$ cat src/rtl/shake128_arbiter.sv
// -----------------------------------------------------------------------------
// shake128_arbiter
//   Round-robin arbiter / job sequencer sharing one shake128_top core between
//   NUM_REQ requesters. A grant covers a whole job (absorb + squeeze). Between
//   jobs the core's active-low reset is pulsed for CLR_CYCLES cycles.
//
//   Optional feature: define SHAKE_ARB_TIMEOUT_EN to enable the idle-grant
//   timeout (TIMEOUT cycles without a handshake drops the grant and sets a
//   sticky o_timeout flag). Without it o_timeout is tied to 0.
//
// Ports
//   i_clk, i_rst            clock, synchronous active-high reset
//   i_req/i_valid/i_last/   per-requester request and absorb/squeeze handshakes
//   i_ack/i_data
//   o_gnt                   registered one-hot grant
//   o_ready/o_valid         per-requester absorb ready / squeeze valid
//   o_data/o_squeeze        core squeeze data and mode, broadcast
//   o_busy                  high in GRANT or CLEAR
//   o_timeout               sticky per-requester timeout flags
//   o_core_*                drives to the core; i_core_* returns from it
// -----------------------------------------------------------------------------
module shake128_arbiter #(
    parameter int NUM_REQ    = 2,
    parameter int CLR_CYCLES = 2,
    parameter int TIMEOUT    = 1024
) (
    input  logic                  i_clk,
    input  logic                  i_rst,
    input  logic [NUM_REQ-1:0]    i_req,
    input  logic [NUM_REQ*64-1:0] i_data,
    input  logic [NUM_REQ-1:0]    i_valid,
    input  logic [NUM_REQ-1:0]    i_last,
    input  logic [NUM_REQ-1:0]    i_ack,
    output logic [NUM_REQ-1:0]    o_gnt,
    output logic [NUM_REQ-1:0]    o_ready,
    output logic [127:0]          o_data,
    output logic [NUM_REQ-1:0]    o_valid,
    output logic                  o_squeeze,
    output logic                  o_busy,
    output logic [NUM_REQ-1:0]    o_timeout,
    output logic                  o_core_rst_n,
    output logic [63:0]           o_core_data,
    output logic                  o_core_valid,
    output logic                  o_core_last,
    output logic                  o_core_ack,
    input  logic                  i_core_ready,
    input  logic [127:0]          i_core_data,
    input  logic                  i_core_valid,
    input  logic                  i_core_squeeze
);

    localparam int PTR_W = (NUM_REQ > 1) ? $clog2(NUM_REQ) : 1;
    localparam int CNT_W = $clog2(CLR_CYCLES + 1);

    typedef enum logic [1:0] {S_CLEAR, S_ARB, S_GRANT} state_t;

    state_t               state_q, state_d;
    logic [CNT_W-1:0]     clr_cnt_q, clr_cnt_d;
    logic [PTR_W-1:0]     ptr_q, ptr_d;
    logic [NUM_REQ-1:0]   gnt_q, gnt_d;
    logic                 busy_q, busy_d;
    logic                 core_rst_n_q, core_rst_n_d;

    logic [NUM_REQ-1:0]   eligible;
    logic [NUM_REQ-1:0]   win_oh;
    logic [PTR_W-1:0]     win_idx;
    logic                 win_found;
    logic                 granted_req;
    logic                 tmo_fire;

    assign granted_req = |(gnt_q & i_req);

    // ---------------------------------------------------------------- timeout
`ifdef SHAKE_ARB_TIMEOUT_EN
    localparam int TMO_W = $clog2(TIMEOUT + 1);

    logic [TMO_W-1:0]   tmo_cnt_q, tmo_cnt_d;
    logic [NUM_REQ-1:0] tmo_flag_q, tmo_flag_d;
    logic [NUM_REQ-1:0] mask_q, mask_d;
    logic               handshake;

    assign handshake = (o_core_valid & i_core_ready) | (o_core_ack & i_core_valid);

    always_comb begin
        tmo_cnt_d = '0;
        tmo_fire  = 1'b0;
        if (state_q == S_GRANT) begin
            if (handshake) begin
                tmo_cnt_d = '0;
            end else if (tmo_cnt_q == TMO_W'(TIMEOUT - 1)) begin
                // TIMEOUT-th consecutive idle GRANT cycle: drop on this edge
                tmo_fire = 1'b1;
            end else begin
                tmo_cnt_d = tmo_cnt_q + 1'b1;
            end
        end
        tmo_flag_d = tmo_flag_q | (tmo_fire ? gnt_q : '0);
        // a timed-out requester stays masked until it lowers i_req
        mask_d     = (mask_q | (tmo_fire ? gnt_q : '0)) & i_req;
    end

    always_ff @(posedge i_clk) begin
        if (i_rst) begin
            tmo_cnt_q  <= '0;
            tmo_flag_q <= '0;
            mask_q     <= '0;
        end else begin
            tmo_cnt_q  <= tmo_cnt_d;
            tmo_flag_q <= tmo_flag_d;
            mask_q     <= mask_d;
        end
    end

    assign eligible  = i_req & ~mask_q;
    assign o_timeout = tmo_flag_q;
`else
    assign tmo_fire  = 1'b0;
    assign eligible  = i_req;
    assign o_timeout = '0;
`endif

    // ------------------------------------------------------ round-robin pick
    always_comb begin
        int unsigned idx;
        win_found = 1'b0;
        win_idx   = '0;
        win_oh    = '0;
        idx       = 0;
        for (int unsigned i = 0; i < NUM_REQ; i++) begin
            idx = int'(ptr_q) + i;
            if (idx >= NUM_REQ) idx = idx - NUM_REQ;
            if (!win_found && eligible[idx]) begin
                win_found = 1'b1;
                win_idx   = idx[PTR_W-1:0];
            end
        end
        win_oh[win_idx] = win_found;
    end

    // ---------------------------------------------------------- state register
    always_ff @(posedge i_clk) begin
        if (i_rst) begin
            state_q      <= S_CLEAR;
            clr_cnt_q    <= CNT_W'(CLR_CYCLES);
            ptr_q        <= '0;
            gnt_q        <= '0;
            busy_q       <= 1'b0;
            core_rst_n_q <= 1'b0;
        end else begin
            state_q      <= state_d;
            clr_cnt_q    <= clr_cnt_d;
            ptr_q        <= ptr_d;
            gnt_q        <= gnt_d;
            busy_q       <= busy_d;
            core_rst_n_q <= core_rst_n_d;
        end
    end

    // ------------------------------------------------------------- next state
    always_comb begin
        state_d   = state_q;
        clr_cnt_d = clr_cnt_q;
        ptr_d     = ptr_q;
        gnt_d     = gnt_q;
        case (state_q)
            S_CLEAR: begin
                gnt_d = '0;
                if (clr_cnt_q <= CNT_W'(1)) state_d = S_ARB;
                else                        clr_cnt_d = clr_cnt_q - 1'b1;
            end
            S_ARB: begin
                if (win_found) begin
                    gnt_d   = win_oh;
                    ptr_d   = (win_idx == PTR_W'(NUM_REQ - 1)) ? '0 : win_idx + 1'b1;
                    state_d = S_GRANT;
                end
            end
            S_GRANT: begin
                if (!granted_req || tmo_fire) begin
                    gnt_d     = '0;
                    clr_cnt_d = CNT_W'(CLR_CYCLES);
                    state_d   = S_CLEAR;
                end
            end
            default: begin
                gnt_d     = '0;
                clr_cnt_d = CNT_W'(CLR_CYCLES);
                state_d   = S_CLEAR;
            end
        endcase
    end

    // ---------------------------------------------------------------- outputs
    // busy and core reset are registered from the next state so they change
    // on the same edge as the grant, glitch-free.
    always_comb begin
        busy_d       = (state_d != S_ARB);
        core_rst_n_d = (state_d != S_CLEAR);
        o_core_data  = '0;
        for (int unsigned k = 0; k < NUM_REQ; k++) begin
            if (gnt_q[k]) o_core_data = o_core_data | i_data[k*64 +: 64];
        end
    end

    assign o_gnt        = gnt_q;
    assign o_busy       = busy_q;
    assign o_core_rst_n = core_rst_n_q;
    // masking with i_req suppresses any beat in the release cycle
    assign o_core_valid = |(gnt_q & i_valid & i_req);
    assign o_core_last  = |(gnt_q & i_last  & i_req);
    assign o_core_ack   = |(gnt_q & i_ack   & i_req);
    assign o_ready      = gnt_q & {NUM_REQ{i_core_ready}};
    assign o_valid      = gnt_q & {NUM_REQ{i_core_valid}};
    assign o_data       = i_core_data;
    assign o_squeeze    = i_core_squeeze;

endmodule

$ cat config.mk
export PLATFORM = sky130hd
export DESIGN_NAME = shake128_arbiter
export DESIGN_NICKNAME = d
export VERILOG_FILES = /design/src/rtl/shake128_arbiter.sv
export SDC_FILE = /design/constraint.sdc
export NUM_CORES = 1
export LEC_CHECK = 0
export ABC_AREA = 0
export ABC_CLOCK_PERIOD_IN_PS = 1800
export BUFFER_PORTS_ARGS = -buffer_cell sky130_fd_sc_hd__buf_2
export CAP_MARGIN = 20
export CORE_AREA = 3 3 185 187
export DETAILED_ROUTE_END_ITERATION = 12
export DIE_AREA = 0 0 188 190
export HOLD_SLACK_MARGIN = 0.1
export SLEW_MARGIN = 20
export SYNTH_ARGS = -nofsm -noshare
export SYNTH_HDL_FRONTEND = slang
export SYNTH_SLANG_ARGS = --single-unit
$ cat constraint.sdc
create_clock -name i_clk -period 1.8 [get_ports i_clk]
set_clock_uncertainty 0.1 [all_clocks]
set_input_delay 0 -clock i_clk [delete_from_list [all_inputs] [get_ports i_clk]]
set_output_delay 0 -clock i_clk [all_outputs]
set_load 0.05 [all_outputs]
# Word-level counts from Yosys, hierarchy flattened
# Index checks and enable logic that the tools add are counted.
dict set report classes {
  muxes 25
  order_cmp 7
  n_addsub 5
  reduce_logical 12
  n_bitwise 12
  n_eq_ne 6
}
# op count
set ops {}
lappend ops {{$mux W64} 2}
lappend ops {{$lt A32 B2 Y1 const B} 2}
lappend ops {{$mux W32} 2}
lappend ops {{$or A64 B64 Y64} 1}
lappend ops {{$and A2 B2 Y2} 10}
lappend ops {{$mux W2} 7}
lappend ops {{$pmux W2 S3} 2}
lappend ops {{$mux W1} 10}
lappend ops {{$reduce_or A2 Y1} 4}
lappend ops {{$ne A2 B2 Y1 const B} 3}
lappend ops {{$pmux W2 S2} 1}
lappend ops {{$reduce_and A2 Y1} 2}
lappend ops {{$reduce_and A3 Y1} 1}
lappend ops {{$sub A1 B2 Y3 const B} 1}
lappend ops {{$sub A2 B2 Y3 const B} 1}
lappend ops {{$add A1 B1 Y2 const B} 1}
lappend ops {{$eq A2 B1 Y1 const B} 1}
lappend ops {{$eq A2 B2 Y1 const B} 1}
lappend ops {{$ge A1 B2 Y1 const B} 1}
lappend ops {{$ge A2 B2 Y1 const B} 1}
lappend ops {{$le A2 B1 Y1 const B} 1}
lappend ops {{$logic_and A1 B1 Y1} 2}
lappend ops {{$logic_not A2 Y1} 1}
lappend ops {{$lt A1 B2 Y1 const B} 1}
lappend ops {{other kinds (8)} 8}
dict set report totals {
  regBits 9
  input_bits 269
  out_inout_bits 206
}

# Longest topological paths before layout
dict set report depth {
  depth_word 15
  mapped_depth 5
  depth_no_buf 5
}

# Worst setup path after synthesis
# Ideal clock, no wire load.
dict set report synth_timing {
  path_type {register to output}
  startpoint {reg gnt_q[0] (netlist: o_gnt[0])}
  endpoint {out o_core_data[55]}
  t_required_ps 1700
  stages_incl_launch_ff 5
  arrival_time_ps 1696
  setup_slack_ps 4
  path_cell_list {dfxtp_1 -> buf_2 -> buf_2 -> buf_2 -> a22o_1}
}
dict set report synth_via {
  elab_chain_len 3
}
# item line
set synth_rtl {}
lappend synth_rtl {{start, declared} 60} ;# logic [NUM_REQ-1:0] gnt_q, gnt_d;
lappend synth_rtl {{start signal, assigned} 153} ;# gnt_q <= gnt_d;
lappend synth_rtl {{$mux W64 (*)} 201} ;# if (gnt_q[k]) o_core_data = o_core_data | i_data[k*64 +: 64];
lappend synth_rtl {{$or A64 B64 Y64} 201}
lappend synth_rtl {{$mux W64 (*)} 201}
lappend synth_rtl {{end, declared} 42} ;# output logic [63:0] o_core_data,
# Every way passes the cells marked *; elsewhere a longest branch is shown, timed or not.

# Final worst setup path
dict set report layout_timing {
  startpoint {reg gnt_q[1] (netlist: o_gnt[1])}
  endpoint {out o_core_data[26]}
}
dict set report layout_via {
  elab_chain_len 1
}
# item line
set layout_rtl {}
lappend layout_rtl {{$mux W64} 201}
# Every way passes these cells.

==> flow_metrics.env <==
export IMPL_status="finished clean"
export IMPL_synth_edf_count=0
export IMPL_viasPerCell=3.02
export IMPL_final_min_clock_period_ns=1.62
export IMPL_cellPowerDensity_nw_per_um2=675
export IMPL_synth_mux_area_share_pct=0
export IMPL_rsz0062_at_grt="false"
export IMPL_grt_overflow=0
export IMPL_worst_ep_required_time_ns=1.70
export IMPL_dpl_worst_slack_ns=0.429
export IMPL_crit_path_start_kind="flop"
export IMPL_worstHoldStart="i_data[122]"
export IMPL_num_vias=2757
export IMPL_design_area_um2=4150
export IMPL_period_share_pct=89.7
export IMPL_setup_viol=0
export IMPL_tightest_slew_ns=0.569
export IMPL_cts_buffers=3
export IMPL_pwr_share_comb_pct=74.2
export IMPL_syn_to_final_growth_pct=95.3
export IMPL_cts_setup_buffers=0
export IMPL_grt_use_total_pct=5.99
export IMPL_layout_drive_gt1_share_pct=48.3
export IMPL_io_pins=475
export IMPL_min_to="o_core_data[58]"
export IMPL_rows=66
export IMPL_vdd_drop_max_mv=0.342
export IMPL_antenna_cells=0
export IMPL_syn_inst=267
export IMPL_root_buffer="clkbuf_16"
export IMPL_gp_congestion=0.618
export IMPL_tritoncts="done"
export IMPL_final_nets=743
export IMPL_grt_first_pass_wirelength_um=16600
export IMPL_yosys_area_share_xor_xnor_pct=0
export IMPL_synth_main_ff_cell="dfxtp_1"
export IMPL_core_um2=32600
export IMPL_ff2ff_path_depth=5
export IMPL_cp_arrival_ns=1.52
export IMPL_p_sw_w=0.00164
export IMPL_power_leakage_nw=2.01
export IMPL_final_common_cell="buf_2"
export IMPL_pwr_share_clk_pct=14.3
export IMPL_hold_viol=0
export IMPL_cts_sinks=9
export IMPL_nFillCells=3726
export IMPL_synth_seq_cells=9
export IMPL_synthSimpleGateAreaFrac_pct=6.95
export IMPL_avgSynthCellArea_um2=7.96
export IMPL_dieArea_um2=35700
export IMPL_h_tree_depth=1
export IMPL_critPathSlowestCell="dfxtp_2"
export IMPL_grt_pass1_vias=2567
export IMPL_wl_per_cell_um=14.0
export IMPL_synth_fa_ha_area_share_pct=0.589
export IMPL_multi_input_area_um2=870
export IMPL_timing_fmax_mhz=619
export IMPL_placed_cell_area_um2=2750
export IMPL_final_cell_mix="buf_2, dlygate4sd3_1, a22o_1, dfxtp_1"
export IMPL_internal_power_w=0.00116
export IMPL_ant_nets=0
export IMPL_place_port_buffers=214
export IMPL_grt_max_degree=45
export IMPL_yosysSeqAreaShare_pct=8.48
export IMPL_r2r_start="clr_cnt_q[1]"
export IMPL_clkSlewWorstSetupHoldPaths_ns=0.04
export IMPL_synth_top_family_by_area="buffers and inverters"
export IMPL_hold_path_depth=3
export IMPL_instances_no_fill=914
export IMPL_end_kind="primary output"
export IMPL_crit_type="flop to primary output"
export IMPL_slew_viol_final=0
export IMPL_crit_chain="buf_12 > a22o_1 > buf_2"
export IMPL_drc=0
export IMPL_p_seq_share_pct=11.6
export IMPL_ys_types=32
export IMPL_chipWidth_um=188
export IMPL_firstDrtPassIters=4
export IMPL_drt_iter0_markers=105
export IMPL_antenna_found_initial=3
export IMPL_place_hpwl_um=8960
export IMPL_worstPathMaxFanout=36
export IMPL_setup_ws_ns=0.185
export IMPL_setup_tns_ns=0
export IMPL_async_flop_share_pct=0
export IMPL_yosysWarnings=0
export IMPL_hp_class="primary input to primary output"
export IMPL_drv_cap=0
export IMPL_start_util_pct=6.52
export IMPL_synth_compound_area_share_pct=33.0
export IMPL_synth_area_um2=2130
export IMPL_die_h_um=190
export IMPL_drt_wl_total_um=12800
export IMPL_switching_share_pct=58.5
export IMPL_r2r_setup_slack_ns=0.40
export IMPL_rr_endpoint="clr_cnt_q[1]"
export IMPL_worst_path_largest_cell_delay_ns=0.46
export IMPL_dp_cells=778
export IMPL_slew_headroom_pct=62.0
export IMPL_worstSkewPairLatency_ns=0.24
export IMPL_ff_latch_area_um2=183
export IMPL_clk_path_buf_depth=2
## registers in the layout, indices dropped and copies added (netlist names)
| name | count |
|---|---|
| clr_cnt_q | 2 |
| o_gnt | 2 |
| state_q | 2 |
| o_busy | 1 |
| o_core_rst_n | 1 |
| ptr_q | 1 |
## per-stage QoR
step	hold slack, ns	utilization, %	total power [W]
after floorplan	0.0161	-	0.00197
after global placement	-0.0997	8.43	0.00158
after detailed placement	-0.0997	8.43	0.00161
after CTS	0.325	12.7	0.00281
after global routing	0.333	12.7	0.00292
final	0.324	12.7	0.00280
## worst max path at each step
stage	slack [ns]	from	to
floorplan	0.004	o_gnt[0]	o_core_data[55]
global placement	0.44	o_gnt[1]	o_core_data[26]
detailed placement	0.43	clr_cnt_q[1]	clr_cnt_q[1]
CTS	0.18	o_gnt[1]	o_core_data[26]
global route	0.13	o_gnt[1]	o_core_data[26]
finish	0.18	o_gnt[1]	o_core_data[26]
## cell type report
cell class	count	share of cell area (%)
Inverter	2	0.181
Sequential cell	9	4.40
Tap cell	442	13.3
Clock buffer	4	1.90
Multi-Input combinational cell	107	20.9
Timing Repair Buffer	350	59.3
## logic make-up after synthesis
group,after synthesis
flip-flops,9
AND/OR/NAND/NOR,23
buffers and inverters,152
other,1
adder cells (fa/ha/maj),1
AO/OA/AOI/OAI,81
## power by group through the flow
stage	registers (W)	clock network, W	logic (W)
floorplan	0.000369	0	0.00161
global placement	0.000322	0	0.00126
detailed placement	0.000327	0	0.00128
CTS	0.000323	0.000405	0.00208
global route	0.000334	0.000413	0.00218
finish	0.000324	0.000399	0.00208
## synth_stat cells, types with 2 or more instances
master | number | area share (%)
inv_1 | 2 | 0.35
a32o_1 | 3 | 1.4
nor2b_1 | 2 | 0.59
buf_2 | 8 | 1.9
nand2_1 | 2 | 0.35
a22o_1 | 64 | 26
buf_4 | 133 | 47
nand4b_1 | 2 | 0.82
nand2b_1 | 2 | 0.59
dfxtp_1 | 9 | 8.5
nor2_1 | 5 | 0.88
clkbuf_1 | 8 | 1.4
and2_1 | 4 | 1.2
a21oi_1 | 5 | 1.2
## repair_timing
item / 4_1_cts / 5_1_grt
endpoints found under the hold margin: 137 / 0
hold buffers: 132 / 0
endpoints found under the setup margin: 0 / 0
gates resized for setup: 0 / 0
## critical path, delay by kind of cell, from the launching register on
family / cells / cell delay [ns]
buffers and inverters: 2 / 0.54
AO/OA/AOI/OAI: 1 / 0.26
flip-flops: 1 / 0.46
## per-layer routing
metal,global-route usage (%),wire (um)
met3,1.68,1340
met5,0,27
met4,1.50,226
met1,7.30,4800
met2,10.4,6420
Note: power is estimated with default switching activity, not from simulation.
